<file path="config.mk">
export PLATFORM = sky130hd
export DESIGN_NAME = uart_rx_flat
export DESIGN_NICKNAME = d
export VERILOG_FILES = /design/src/rtl/uart_rx_if.sv /design/src/rtl/uart_rx.sv /design/src/flat_wrapper.sv
export SDC_FILE = /design/constraint.sdc
export NUM_CORES = 1
export LEC_CHECK = 0
export ABC_AREA = 1
export BUFFER_PORTS_ARGS = -buffer_cell sky130_fd_sc_hd__buf_4
export CAP_MARGIN = 20
export CORE_MARGIN = 8
export CORE_UTILIZATION = 35
export CTS_BUF_LIST = sky130_fd_sc_hd__clkbuf_8 sky130_fd_sc_hd__clkbuf_16
export DETAILED_ROUTE_END_ITERATION = 6
export PLACE_DENSITY = 0.62
export SYNTH_ARGS = -nofsm -noshare
export SYNTH_HDL_FRONTEND = slang
export SYNTH_SLANG_ARGS = --single-unit
</file>
<file path="constraint.sdc">
create_clock -name clk -period 1.94 [get_ports clk]
set_clock_uncertainty 0.1 [all_clocks]
set_input_delay 0.194 -clock clk [delete_from_list [all_inputs] [get_ports clk]]
set_output_delay 0.194 -clock clk [all_outputs]
set_load 0.02 [all_outputs]
</file>
<file path="src/rtl/uart_rx_if.sv">
// uart_rx_if: byte-delivery side of the console UART receiver.
//
// Handshake: the receiver (master) raises rx_valid with rx_data when a byte is
// complete and holds both stable until a clk edge where rx_valid and rx_ready
// are both 1; that edge transfers the byte. rx_ready is don't-care while
// rx_valid is 0. overrun and frame_err are single-cycle status pulses.
//
// Signals:
//   rx_data   master->slave  8  received byte
//   rx_valid  master->slave  1  rx_data holds an unconsumed byte
//   rx_ready  slave->master  1  consumer accepts the byte
//   overrun   master->slave  1  pulse: new byte discarded, old byte kept
//   frame_err master->slave  1  pulse: bad stop bit (or bad parity)
interface uart_rx_if;
  logic [7:0] rx_data;
  logic       rx_valid;
  logic       rx_ready;
  logic       overrun;
  logic       frame_err;

  modport master (
    output rx_data,
    output rx_valid,
    input  rx_ready,
    output overrun,
    output frame_err
  );

  modport slave (
    input  rx_data,
    input  rx_valid,
    output rx_ready,
    input  overrun,
    input  frame_err
  );
endinterface

</file>
<file path="src/rtl/uart_rx.sv">
// uart_rx: asynchronous serial receiver for the console UART, 8N1, LSB first,
// 16x oversampling. Received bytes leave through uart_rx_if (master side).
//
// Optional feature: define UART_RX_PARITY_EN for 8E1 frames (even parity bit
// between data and stop; a mismatch pulses frame_err and drops the byte).
//
// Parameters:
//   CLOCK  system clock in MHz
//   BAUD   line rate in bit/s
// Ports:
//   clk        system clock, posedge
//   rst        synchronous reset, active-high
//   rxd        serial line, idle high, asynchronous to clk
//   rx_if      byte handshake + error pulses (master modport)
//   state_dbg  current FSM state (IDLE=0 START=1 DATA=2 PARITY=3 STOP=4 WAIT_IDLE=5)
module uart_rx #(
  parameter int CLOCK = 50,
  parameter int BAUD  = 115200
) (
  input  logic       clk,
  input  logic       rst,
  input  logic       rxd,
  uart_rx_if.master  rx_if,
  output logic [2:0] state_dbg
);

  // Oversample tick period, rounded down.
  localparam int DIV = (CLOCK * 1_000_000) / (BAUD * 16);
  localparam int CW  = (DIV > 1) ? $clog2(DIV) : 1;

  typedef enum logic [2:0] {
    S_IDLE      = 3'd0,
    S_START     = 3'd1,
    S_DATA      = 3'd2,
`ifdef UART_RX_PARITY_EN
    S_PARITY    = 3'd3,
`endif
    S_STOP      = 3'd4,
    S_WAIT_IDLE = 3'd5
  } state_t;

  state_t          state;
  logic            rxd_meta;
  logic            rxd_s;
  logic [CW-1:0]   tick_cnt;
  logic            tick;
  logic            bit_end;
  logic [3:0]      os;
  logic [2:0]      bit_idx;
  logic [7:0]      shift;
  logic [7:0]      rx_data;
  logic            rx_valid;
  logic            overrun;
  logic            frame_err;
`ifdef UART_RX_PARITY_EN
  logic            parity_bad;
`endif

  assign tick    = (tick_cnt == CW'(DIV - 1));
  // One full bit after the previous sample point (os wraps 15 -> 0 by itself).
  assign bit_end = tick && (os == 4'd15);

  assign rx_if.rx_data   = rx_data;
  assign rx_if.rx_valid  = rx_valid;
  assign rx_if.overrun   = overrun;
  assign rx_if.frame_err = frame_err;
  assign state_dbg       = state;

  always_ff @(posedge clk) begin
    if (rst) begin
      state     <= S_IDLE;
      rxd_meta  <= 1'b1;
      rxd_s     <= 1'b1;
      tick_cnt  <= '0;
      os        <= 4'd0;
      bit_idx   <= 3'd0;
      shift     <= 8'd0;
      rx_data   <= 8'd0;
      rx_valid  <= 1'b0;
      overrun   <= 1'b0;
      frame_err <= 1'b0;
`ifdef UART_RX_PARITY_EN
      parity_bad <= 1'b0;
`endif
    end else begin
      rxd_meta  <= rxd;
      rxd_s     <= rxd_meta;
      overrun   <= 1'b0;
      frame_err <= 1'b0;

      // Consumption; a same-cycle completion below overrides this clear.
      if (rx_valid && rx_if.rx_ready) rx_valid <= 1'b0;

      if (tick) begin
        tick_cnt <= '0;
        os       <= os + 4'd1;
      end else begin
        tick_cnt <= tick_cnt + CW'(1);
      end

      case (state)
        S_IDLE: begin
          if (!rxd_s) begin
            // Align the tick grid to the detected falling edge.
            state    <= S_START;
            tick_cnt <= '0;
            os       <= 4'd0;
          end
        end
        S_START: begin
          if (tick && (os == 4'd7)) begin
            if (rxd_s) begin
              state <= S_IDLE;  // glitch shorter than half a bit
            end else begin
              state   <= S_DATA;
              os      <= 4'd0;
              bit_idx <= 3'd0;
`ifdef UART_RX_PARITY_EN
              parity_bad <= 1'b0;
`endif
            end
          end
        end
        S_DATA: begin
          if (bit_end) begin
            shift   <= {rxd_s, shift[7:1]};
            bit_idx <= bit_idx + 3'd1;
            if (bit_idx == 3'd7) begin
`ifdef UART_RX_PARITY_EN
              state <= S_PARITY;
`else
              state <= S_STOP;
`endif
            end
          end
        end
`ifdef UART_RX_PARITY_EN
        S_PARITY: begin
          if (bit_end) begin
            // Even parity: parity bit equals XOR of the data bits.
            if (rxd_s != ^shift) begin
              frame_err  <= 1'b1;
              parity_bad <= 1'b1;
            end
            state <= S_STOP;
          end
        end
`endif
        S_STOP: begin
          if (bit_end) begin
            if (rxd_s) begin
              state <= S_IDLE;
`ifdef UART_RX_PARITY_EN
              if (!parity_bad) begin
`else
              begin
`endif
                if (!rx_valid || rx_if.rx_ready) begin
                  rx_data  <= shift;
                  rx_valid <= 1'b1;
                end else begin
                  overrun <= 1'b1;
                end
              end
            end else begin
              frame_err <= 1'b1;
              state     <= S_WAIT_IDLE;
            end
          end
        end
        S_WAIT_IDLE: begin
          // A held-low line (break) must return high before a new start.
          if (rxd_s) state <= S_IDLE;
        end
        default: state <= S_IDLE;
      endcase
    end
  end

endmodule
</file>
<file path="src/flat_wrapper.sv">
// flat-port wrapper written by rule: the top's interface ports become plain ports
module uart_rx_flat 
#(
  parameter int CLOCK = 50,
  parameter int BAUD  = 115200
)
  (clk, rst, rxd, state_dbg, rx_if_rx_data, rx_if_rx_valid, rx_if_rx_ready, rx_if_overrun, rx_if_frame_err);
  uart_rx_if rx_if_i ();
  input  logic clk;
  input  logic rst;
  input  logic rxd;
  output logic [2:0] state_dbg;
  output wire logic [$bits(rx_if_i.rx_data)-1:0] rx_if_rx_data;
  output wire logic [$bits(rx_if_i.rx_valid)-1:0] rx_if_rx_valid;
  input wire logic [$bits(rx_if_i.rx_ready)-1:0] rx_if_rx_ready;
  output wire logic [$bits(rx_if_i.overrun)-1:0] rx_if_overrun;
  output wire logic [$bits(rx_if_i.frame_err)-1:0] rx_if_frame_err;
  assign rx_if_rx_data = rx_if_i.rx_data;
  assign rx_if_rx_valid = rx_if_i.rx_valid;
  assign rx_if_i.rx_ready = rx_if_rx_ready;
  assign rx_if_overrun = rx_if_i.overrun;
  assign rx_if_frame_err = rx_if_i.frame_err;
  uart_rx #(.CLOCK(CLOCK), .BAUD(BAUD)) u_core (.clk(clk), .rst(rst), .rxd(rxd), .rx_if(rx_if_i), .state_dbg(state_dbg));
endmodule
</file>
Word-level counts from Yosys, hierarchy flattened. Cells that the tools add are included.

Bits in registers: 36. Input bits: 4. Output and inout bits: 14. Word-level logic and storage cells: 72.

Add/subtract/negate cells: 3. Equal/unequal tests: 15. Multiplexer cells: 27. Bitwise operators: 3. Reductions and logical operators: 13.

Operators with widths (count): $mux 3 (10); $mux 5 (3); $pmux 3 s5 (1); $mux 4 (3); $ne 2x1->1 const B (5); $eq 3x3->1 const B (3); $pmux 4 s2 (1); $reduce_and 4->1 (2); $mux 1 (7); $pmux 3 s2 (1); $reduce_and 6->1 (1); $add 5x1->5 const B (1); $eq 5x5->1 const B (1); $add 4x1->4 const B (1); $eq 4x3->1 const B (1); $eq 4x4->1 const B (1); $ne 2x2->1 const B (2); $reduce_or 4->1 (1); $add 3x1->3 const B (1); $eq 3x1->1 const B (1); $eq 3x2->1 const B (1); $logic_and 1x1->1 (3); $logic_not 3->1 (1); $not 1->1 (3); other kinds (6) (6).

Longest topological paths before layout. Gate-level depths: netlist of the first run.

Depth after elaboration: 6. Mapped depth: 12. Mapped depth without buffers: 12.

Least setup slack after synthesis of the first run. No wires, ideal clock.

Kind: reg2reg. From: register u_core.tick_cnt[0]. To: register u_core.os[0]. Setup time: 0.121 ns. Data arrival time: 1.233 ns. Data required time: 1.719 ns. Path slack: 0.487 ns. Stages on the path, launching flop included: 10. Path buffers: 0. Path through: dfxtp_1 > inv_1 > ha_1 > nand2_2 > nor2_8 > nand2_2 > nand2_1 > nor2_1 > a31oi_2 > nor2_1.

Longest elaborated chain between the ends: 5. Elaborated cells on any way between the ends: 6. Those cells by class: 1 x eq/ne; 4 x mux; 1 x reduce/logical.

RTL lines: start: declaration (RTL line uart_rx.sv:45) `logic [CW-1:0] tick_cnt;`; start signal: assignment (RTL line uart_rx.sv:98) `tick_cnt <= tick_cnt + CW'(1);`; $eq 5x5->1 * (RTL line uart_rx.sv:59) `assign tick = (tick_cnt == CW'(DIV - 1));`; $mux 4 (RTL line uart_rx.sv:94) `if (tick) begin`; $mux 4 (RTL line uart_rx.sv:103, uart_rx.sv:112); $mux 4 (RTL line uart_rx.sv:111) `if (tick && (os == 4'd7)) begin`; $pmux 4 s2 * (RTL line uart_rx.sv:101) `case (state)`; end signal: assignment (RTL line uart_rx.sv:96) `os <= os + 4'd1;`; end: declaration (RTL line uart_rx.sv:48) `logic [3:0] os;`.

Every way passes the cells marked *; elsewhere a longest branch is shown, timed or not. A chain may end at the register's enable or synchronous reset.

Final worst setup path of the first run.
From: register u_core.os[0]. To: register u_core.bit_idx[2].

Longest elaborated chain between the ends: 4. Elaborated cells on any way between the ends: 7. Those cells by class: 4 x eq/ne; 3 x reduce/logical.

RTL lines: $eq 4x4->1 / $eq 4x3->1 (equally long branches) (RTL line uart_rx.sv:61, uart_rx.sv:111); $logic_and 1x1->1 (on tied branches) (RTL line uart_rx.sv:61, uart_rx.sv:111); $ne 2x1->1 (no line); $reduce_and 4->1 (no line) *; end signal: assignment (RTL line uart_rx.sv:127) `bit_idx <= bit_idx + 3'd1;`; end: declaration (RTL line uart_rx.sv:49) `logic [2:0] bit_idx;`.

Marked as above.

==> qor.csv, run 1 <==
metric,value,unit
grt_pass1_wl,5.06,mm
critPathLaunchType,register,
cp-startpoint,u_core.os[0],
initial_core_util,0.362,
crit_slowest_cell,dfxtp_1,
antenna-diode-count,0,
grt_max_degree,17,
maxSlewViolCount,0,
grt_pass1_vias,1156,
p_leak,0.861,nW
avgSynthCellArea,7.92,sq um
synth.distinct_cells,31,
critical-path-top-delay-family,simple AND/OR/NAND/NOR gates,
drt-pass1-iter-count,4,
use_met1,0.106,
syn_area,1580,sq um
post_cts_buffers,0,
cts.sinks,36,
holdCritStartpoint,rx_if_rx_ready,
cpPeakStageDelay,0.38,ns
dieArea,6910,sq um
outcome,finished clean,
htreeDepth,2,
fillCellCount,443,
drv_cap,0,
seq_area,721,sq um
required,2.02,ns
finalSetupViolCount,0,
path_max_fanout,9,
design.core.area,4350,sq um
antenna_found_initial,0,
worst_pin_slew,0.504,ns
path_buf_inv,0,
ys_seq_area_frac,0.457,
irDropWorstVdd,548,uV
hold_class,in -> reg,
clk_pin_slew_worst_paths,0.07,ns
overflow,0,
vias_per_cell,4.65,
ys_seq_elements,36,
grt_usage,0.0884,
drive_gt1_frac,0.221,
hold_viol_final,0,
final_cell_mix,"37 x nor2_1, 36 x dfxtp_1, 33 x nand2_1",
r2r_cells,8,
syn_to_final_growth,18.9,%
crit_arrival,1.69,ns
cts.path.max_buffers,2,
root_buffer,clkbuf_8,
yosys_warnings,0,
die_y,83.1,um
synth_nets,208,
fin_crit_sh,0.828,
rsz0062_at_grt,false,
dp_hpwl,2.19,mm
critical_path_class,reg -> reg,
worst_path_most_repeated_cell,nand2_1,
numCtsBuffers,5,
fmax,623,MHz
synth_cells,199,
grt_use_met2,0.130,
wl_per_cell,11.0,um
final_common_cell,nor2_1,
multi_input_area,761,sq um
die_width,83.1,um
cts_tree,done,
io_buffers,17,
power_density,979,nW/um^2
ioPinCount,18,
layout.nets,230,
vias,1274,
drt_wl_total,3.02,mm
timing.setup.tns,0,ns
gp_congestion,0.805,
cp_num_cells,8,
clk_latency,0.28,ns
endpoint,u_core.bit_idx[2],
drc,0,
cp-end-kind,register,
stdcell_area,1870,sq um
rr_startpoint,u_core.os[0],
worstReg2RegEnd,u_core.bit_idx[2],
slew_headroom,0.663,
final_antenna_net_count,0,
crit_chain,ha_1 > nand2_1 > nor2_2 > nand3_4 > nand2_1 > nand2_2 > a21oi_1 > nor2_1,
fp-row-count,24,
grt_busiest_layer,met2,
period_needed,1.61,ns
drt_iter0_markers,53,
use_met3,0.0332,
place_area,1760,sq um
rrSetupSlack,0.33,ns
==> power breakdown <==
group | internal [mW] | switching [mW] | total, mW
clock | 0.376 | 0.258 | 0.634
sequential | 0.775 | 0.0428 | 0.817
combinational | 0.138 | 0.247 | 0.384
==> metal layers <==
layer	wire length (um)	vias to the layer above
met5	0	-
met2	1300	29
met4	75	0
met3	160	6
li1	-	678
met1	1490	561
==> per-stage QoR <==
step / hold slack, ns / setup WS, ns / util / total power [mW] / instances
after detailed placement: 0.284 / 0.345 / 0.403 / 1.22 / 265
after global routing: 0.0767 / 0.185 / 0.430 / 1.94 / 274
after CTS: 0.0700 / 0.333 / 0.430 / 1.87 / 274
final: 0.0816 / 0.334 / 0.430 / 1.84 / 274
after floorplan: 0.198 / 0.487 / - / 1.13 / 199
after global placement: 0.279 / 0.355 / 0.403 / 1.22 / 265
==> worst register-to-register path: stages, from the launching register on <==
cell,delay (ns)
dfxtp_1,0.38
ha_1,0.19
nand2_1,0.09
nor2_2,0.21
nand3_4,0.15
nand2_1,0.11
nand2_2,0.09
a21oi_1,0.14
nor2_1,0.05
==> cells by family after synthesis <==
group,Yosys count,share of synthesized area
flip-flops,36,0.457
AO/OA/AOI/OAI,25,0.0865
XOR/XNOR,6,0.0333
buffers and inverters,23,0.0603
multiplexers,1,0.00635
AND/OR/NAND/NOR,103,0.317
adder cells (fa/ha/maj),5,0.0397
==> registers in the layout (all words and copies together), names as in the netlist, 3 cells and up <==
register and flops:
u_core.bit_idx 3, u_core.os 4, u_core.rx_if.rx_data 8, u_core.shift 8, u_core.state_dbg 3, u_core.tick_cnt 5
==> worst min path at each step <==
stage          slack [ns]  cells past startpoint              endpoint
5_1_grt              0.08                      2   u_core.state_dbg[1]
3_3_place_gp         0.28                      2       u_core.rxd_meta
4_1_cts              0.07                      2       u_core.shift[7]
6_report             0.08                      4  u_core.rx_if.overrun
2_1_floorplan        0.20                      1       u_core.rxd_meta
3_5_place_dp         0.28                      2       u_core.rxd_meta
==> cell usage after synthesis, drive strengths merged <==
cell type / n / area [sq um]
dfxtp: 36 / 721
nand2: 40 / 178
o21ai: 10 / 50.1
inv: 18 / 70.1
a21oi: 14 / 73.8
nor2: 40 / 171
xnor2: 2 / 17.5
nor3: 3 / 25.0
nand4: 2 / 12.5
a31oi: 1 / 12.5
ha: 5 / 62.6
clkinv: 2 / 12.5
mux2i: 1 / 10.0
nand3b: 1 / 7.51
buf: 1 / 5.00
xor2: 4 / 35.0
or2: 2 / 12.5
clkbuf: 2 / 7.51
nand3: 15 / 92.6
==> timing repair <==
action | CTS | global route
endpoints found under the hold margin | 1 | 0
gates resized for setup | 0 | 0
hold buffers | 1 | 0
==> area by class of cell <==
class	count	area share
multi-input cells	140	0.406
flip-flops and latches	36	0.385
repair buffers	18	0.0734
inverters	20	0.0441
clock buffers	5	0.0367
well taps	52	0.0347
clock inverters	3	0.0207
No activity file was read; power rests on OpenSTA's default activity.
==> run 2: changes to the inputs <==
--- a/config.mk
+++ b/config.mk
@@ -12,7 +12,7 @@
 export CORE_UTILIZATION = 35
 export CTS_BUF_LIST = sky130_fd_sc_hd__clkbuf_8 sky130_fd_sc_hd__clkbuf_16
 export DETAILED_ROUTE_END_ITERATION = 6
-export PLACE_DENSITY = 0.62
+export PLACE_DENSITY = 0.64
 export SYNTH_ARGS = -nofsm -noshare
 export SYNTH_HDL_FRONTEND = slang
 export SYNTH_SLANG_ARGS = --single-unit
==> constraint.sdc (replaced) <==
create_clock -name clk -period 1.42 [get_ports clk]
set_clock_uncertainty 0.1 [all_clocks]
set_input_delay 0.142 -clock clk [delete_from_list [all_inputs] [get_ports clk]]
set_output_delay 0.142 -clock clk [all_outputs]
set_load 0.02 [all_outputs]
==> run 2 against run 1 <==
Compared with the run above:
- the flow now finishes with violations (setup timing)
- utilization increased by 6.7 points
- die area unchanged
- combinational power increased by 97%
- global-route usage increased by 0.37 points
- design area increased by 16%
- clock power increased by 17%
- worst hold slack got worse by 0.035 ns
- critical path type unchanged
- largest cell class unchanged
- largest power group unchanged
==> qor.csv, run 2 (synthesis gave the netlist of run 1 again) <==
metric,value,unit,change
cts.sinks,36,,unchanged
cts.path.max_buffers,2,,unchanged
htreeDepth,2,,unchanged
drive_gt1_frac,0.408,,was 0.221
wl_per_cell,11.2,um,was 11.0 um
fin_crit_sh,1.02,,was 0.828
period_needed,1.44,ns,was 1.61 ns
outcome,"complete, but fails checks",,was finished clean
io_buffers,17,,unchanged
crit_arrival,1.51,ns,was 1.69 ns
grt_max_degree,16,,was 17
design.core.area,4350,sq um,unchanged
fp-row-count,24,,unchanged
drv_cap,0,,unchanged
grt_usage,0.0921,,was 0.0884
clk_pin_slew_worst_paths,0.07,ns,about the same
worst_pin_slew,0.268,ns,was 0.504 ns
critPathLaunchType,register,,unchanged
violations,setup timing,,
die_width,83.1,um,unchanged
reg.largest.list,"u_core.rx_if.rx_data (8), u_core.shift (8), u_core.tick_cnt (5)",,unchanged
hold_viol_final,0,,unchanged
maxSlewViolCount,0,,unchanged
fillCellCount,410,,was 443
die_y,83.1,um,unchanged
antenna-diode-count,0,,unchanged
overflow,0,,unchanged
root_buffer,clkbuf_8,,unchanged
rsz0062_at_grt,true,,was false
fin_ws,-0.0224,ns,was 0.334 ns
multi_input_area,926,sq um,was 761 sq um
fmax,693,MHz,was 623 MHz
timing.setup.tns,-0.0552,ns,was 0 ns
vias_per_cell,4.50,,was 4.65
cp-end-kind,register,,unchanged
dieArea,6910,sq um,unchanged
power_density,1210,nW/um^2,was 979 nW/um^2
path_max_fanout,5,,was 9
drt_iter0_markers,61,,was 53
cts_tree,done,,unchanged
syn_to_final_growth,37.5,%,was 18.9%
clk_latency,0.28,ns,about the same
final_common_cell,nor2_1,,unchanged
final_antenna_net_count,0,,unchanged
whs,0.0461,ns,was 0.0816 ns
required,1.49,ns,was 2.02 ns
post-place-ws,-0.0255,ns,was 0.345 ns
irDropWorstVdd,1170,uV,was 548 uV
drt_wl_total,3.25,mm,was 3.02 mm
numCtsBuffers,5,,unchanged
seq_area,727,sq um,was 721 sq um
grt_pass1_wl,5.45,mm,was 5.06 mm
gp_congestion,0.769,,was 0.805
antenna_found_initial,0,,unchanged
finalSetupViolCount,4,,was 0
place_area,1870,sq um,was 1760 sq um
drc,0,,unchanged
hold_class,in -> reg,,unchanged
dp_hpwl,2.25,mm,was 2.19 mm
stdcell_area,2170,sq um,was 1870 sq um
p_leak,0.951,nW,was 0.861 nW
layout.nets,246,,was 230
drt-pass1-iter-count,4,,unchanged
vias,1306,,was 1274
final_cell_mix,"33 x nor2_1, 31 x buf_4, 31 x dfxtp_1",,"was 37 x nor2_1, 36 x dfxtp_1, 33 x nand2_1"
critical_path_class,reg -> reg,,unchanged
initial_core_util,0.362,,unchanged
ioPinCount,18,,unchanged
grt_pass1_vias,1232,,was 1156
slew_headroom,0.821,,was 0.663
power,2.61,mW,was 1.84 mW
## run 2: cell count changes in the layout (fill, tap and decap cells not counted), moves of 5 or more
cell     previous run  this run
a21oi_1            13         6
a21oi_2             1         7
buf_4              17        31
dfxtp_1            36        31
dfxtp_2             0         5
nand2_1            33        25
nand2_2             5        10
nand3_1            13         8
## run 2: routing by layer
layer	wire (um)	vias to the layer above	global-route usage
met2	1400	20	0.129
met1	1660	573	0.122
li1	-	708	-
met5	0	-	0
met4	59	0	0.0479
met3	126	5	0.0283
## run 2: what timing repair did
item | 4_1_cts | 5_1_grt
setup endpoints to repair | 14 | 26
hold buffers | 1 | 0
pin swaps | 3 | 10
resized for setup | 13 | 34
endpoints found under the hold margin | 1 | 0
setup buffers | 0 | 1
## run 2: worst max-delay path, cell delays in order (launching register included)
cell	delay (ns)
dfxtp_2	0.32
inv_2	0.06
ha_4	0.14
nand2_4	0.06
nor2_8	0.14
buf_4	0.16
nand4_1	0.11
xor2_1	0.18
nor2_1	0.06
## run 2: cell type report
cell class,count,area share
Multi-Input combinational cell,140,0.427
Sequential cell,36,0.335
Timing Repair Buffer,34,0.122
Inverter,20,0.0416
Clock buffer,6,0.0381
Tap cell,52,0.0300
Clock inverter,2,0.00520
## run 2: final timing paths
| kind | startpoint | end | slack (ns) | cells past startpoint |
|---|---|---|---|---|
| setup reg to reg | u_core.tick_cnt[0] | u_core.os[3] | -0.02 | 8 |
| hold / removal | rst | u_core.shift[3] | 0.05 | 2 |
| setup / recovery | u_core.tick_cnt[0] | u_core.os[3] | -0.02 | 8 |
| hold reg to reg | u_core.rxd_meta | u_core.rxd_s | 0.31 | 1 |
## run 2: power breakdown
group / total [mW] / internal, mW / switching (mW) / leakage, nW
logic: 0.756 / 0.303 / 0.453 / 0.609
registers: 1.12 / 1.06 / 0.0564 / 0.293
clock network: 0.740 / 0.387 / 0.353 / 0.0486
## run 2: stage by stage
step,util,instances
after CTS,0.462,289
after detailed placement,0.430,280
after global routing,0.498,290
after global placement,0.430,280
after floorplan,-,199
final,0.498,290
==> run 3: changes to the inputs <==
--- a/config.mk
+++ b/config.mk
@@ -8,7 +8,7 @@
 export ABC_AREA = 1
 export BUFFER_PORTS_ARGS = -buffer_cell sky130_fd_sc_hd__buf_4
 export CAP_MARGIN = 20
-export CORE_MARGIN = 8
+export CORE_MARGIN = 4
 export CORE_UTILIZATION = 35
 export CTS_BUF_LIST = sky130_fd_sc_hd__clkbuf_8 sky130_fd_sc_hd__clkbuf_16
 export DETAILED_ROUTE_END_ITERATION = 6
==> run 3 against run 2 <==
Compared with the run above:
- the run still ends with setup timing left
- design area increased by 7.1%
- setup slack worse by 0.0082 ns
- global-route usage up 3.7 points
- clock-buffer cell count is 1 lower
- die area fell by 18%
- largest cell class unchanged
- sequential power barely moved
- utilization up 3.5 points
- sequential share of layout area is 2.2 points lower
- power is 7.3% higher
==> qor.csv, run 3 (synthesis gave the netlist of run 1 again) <==
metric,value,unit,change
die_y,75.1,um,was 83.1 um
slew_headroom,0.780,,was 0.821
die_width,75.1,um,was 83.1 um
dp_hpwl,2.25,mm,about the same
final_antenna_net_count,0,,unchanged
grt_max_degree,15,,was 16
fin_ws,-0.0306,ns,was -0.0224 ns
maxSlewViolCount,0,,unchanged
gp_congestion,0.776,,was 0.769
fp-row-count,24,,unchanged
required,1.55,ns,was 1.49 ns
drive_gt1_frac,0.471,,was 0.408
clk_pin_slew_worst_paths,0.07,ns,about the same
crit_arrival,1.58,ns,was 1.51 ns
htreeDepth,2,,unchanged
vias,1388,,was 1306
initial_core_util,0.362,,unchanged
r2r_cells,11,,was 8
final_core_util,0.533,,was 0.498
antenna-diode-count,0,,unchanged
clk_latency,0.29,ns,was 0.28 ns
design.core.area,4350,sq um,unchanged
irDropWorstVdd,713,uV,was 1170 uV
dieArea,5640,sq um,was 6910 sq um
io_buffers,17,,unchanged
syn_to_final_growth,47.2,%,was 37.5%
rsz0062_at_grt,true,,unchanged
power_density,1210,nW/um^2,about the same
critPathLaunchType,register,,unchanged
final_common_cell,nor2_1,,unchanged
power,2.80,mW,was 2.61 mW
root_buffer,clkbuf_8,,unchanged
post-place-ws,-0.0437,ns,was -0.0255 ns
cts.path.max_buffers,2,,unchanged
drt-pass1-iter-count,4,,unchanged
finalSetupViolCount,8,,was 4
whs,0.0876,ns,was 0.0461 ns
layout.nets,250,,was 246
fmax,689,MHz,was 693 MHz
numCtsBuffers,5,,unchanged
violations,setup timing,,unchanged
fillCellCount,372,,was 410
drc,0,,unchanged
vias_per_cell,4.72,,was 4.50
overflow,0,,unchanged
critical_path_class,reg -> reg,,unchanged
worst_pin_slew,0.329,ns,was 0.268 ns
antenna_found_initial,0,,unchanged
cp-end-kind,register,,unchanged
reg.largest.list,"u_core.rx_if.rx_data (8), u_core.shift (8), u_core.tick_cnt (5)",,unchanged
drv_cap,0,,unchanged
grt_pass1_vias,1271,,was 1232
drt_wl_total,3.50,mm,was 3.25 mm
outcome,"complete, but fails checks",,unchanged
stdcell_area,2320,sq um,was 2170 sq um
hold_class,in -> reg,,unchanged
fin_crit_sh,1.02,,about the same
holdPathStages,4,,was 2
cts_tree,done,,unchanged
ioPinCount,18,,unchanged
final_cell_mix,"33 x nor2_1, 30 x buf_4, 30 x dfxtp_1",,"was 33 x nor2_1, 31 x buf_4, 31 x dfxtp_1"
period_needed,1.45,ns,was 1.44 ns
hold_viol_final,0,,unchanged
place_area,1890,sq um,was 1870 sq um
p_leak,1.01,nW,was 0.951 nW
drt_iter0_markers,66,,was 61
grt_usage,0.129,,was 0.0921
grt_pass1_wl,5.49,mm,was 5.45 mm
cts.sinks,36,,unchanged
wl_per_cell,11.9,um,was 11.2 um
path_max_fanout,4,,was 5
-- run 3: cell count changes in the layout (fill, tap and decap cells not counted), moves of 3 or more --
| cell | delta |
|---|---|
| a21oi_1 | -3 |
| a21oi_2 | +3 |
| buf_6 | +4 |
| nand2_1 | -5 |
| nand2_4 | +4 |
-- run 3: per-stage QoR --
stage | setup TNS (ns) | instances
floorplan | -0.0305 | 199
global placement | -0.0470 | 282
detailed placement | -0.230 | 282
CTS | -0.00228 | 292
global route | -1.91 | 294
finish | -0.113 | 294
-- run 3: metal layers --
| layer | routed length (um) | part of all wire | vias to the layer above | global-route usage |
|---|---|---|---|---|
| met1 | 1570 | 0.45 | 637 | 0.158 |
| met5 | 0 | 0 | - | 0 |
| met4 | 88 | 0.025 | 0 | 0.0672 |
| met3 | 156 | 0.045 | 8 | 0.0427 |
| met2 | 1690 | 0.48 | 27 | 0.200 |
| li1 | - | - | 716 | - |
-- run 3: power breakdown --
part | switching (mW) | internal (mW) | total (mW)
logic | 0.473 | 0.314 | 0.787
registers | 0.0569 | 1.06 | 1.12
clock network | 0.377 | 0.519 | 0.897
-- run 3: what timing repair did --
item	in CTS	in global routing
pin swaps	8	19
setup endpoints to repair	18	31
endpoints found under the hold margin	1	0
resized for setup	24	46
hold buffers	1	0
setup buffers	1	2
-- run 3: worst paths after layout --
check | from | endpoint | slack [ns]
max reg2reg | u_core.os[1] | u_core.state_dbg[0] | -0.03
min reg2reg | u_core.rxd_meta | u_core.rxd_s | 0.31
max | u_core.os[1] | u_core.state_dbg[0] | -0.03
min | rx_if_rx_ready | u_core.rx_if.overrun | 0.09
-- run 3: final cells by class --
cell class                      count  area, sq um  area share
Multi-Input combinational cell    140         1010       0.435
Sequential cell                    36          728       0.314
Timing Repair Buffer               38          323       0.139
Inverter                           20         85.1      0.0367
Clock buffer                        5         68.8      0.0296
Tap cell                           52         65.1      0.0280
Clock inverter                      3         42.5      0.0183
-- run 3: critical path, stage by stage, from the launching register on --
cell and delay [ns]:
dfxtp_2 0.36, ha_4 0.15, nand2_4 0.07, nor2_4 0.15, nand2_4 0.10, nand2_2 0.08, nand2_2 0.05, inv_2 0.07
nand2_4 0.06, nand2_2 0.05, nand2_1 0.04, nor2_1 0.10
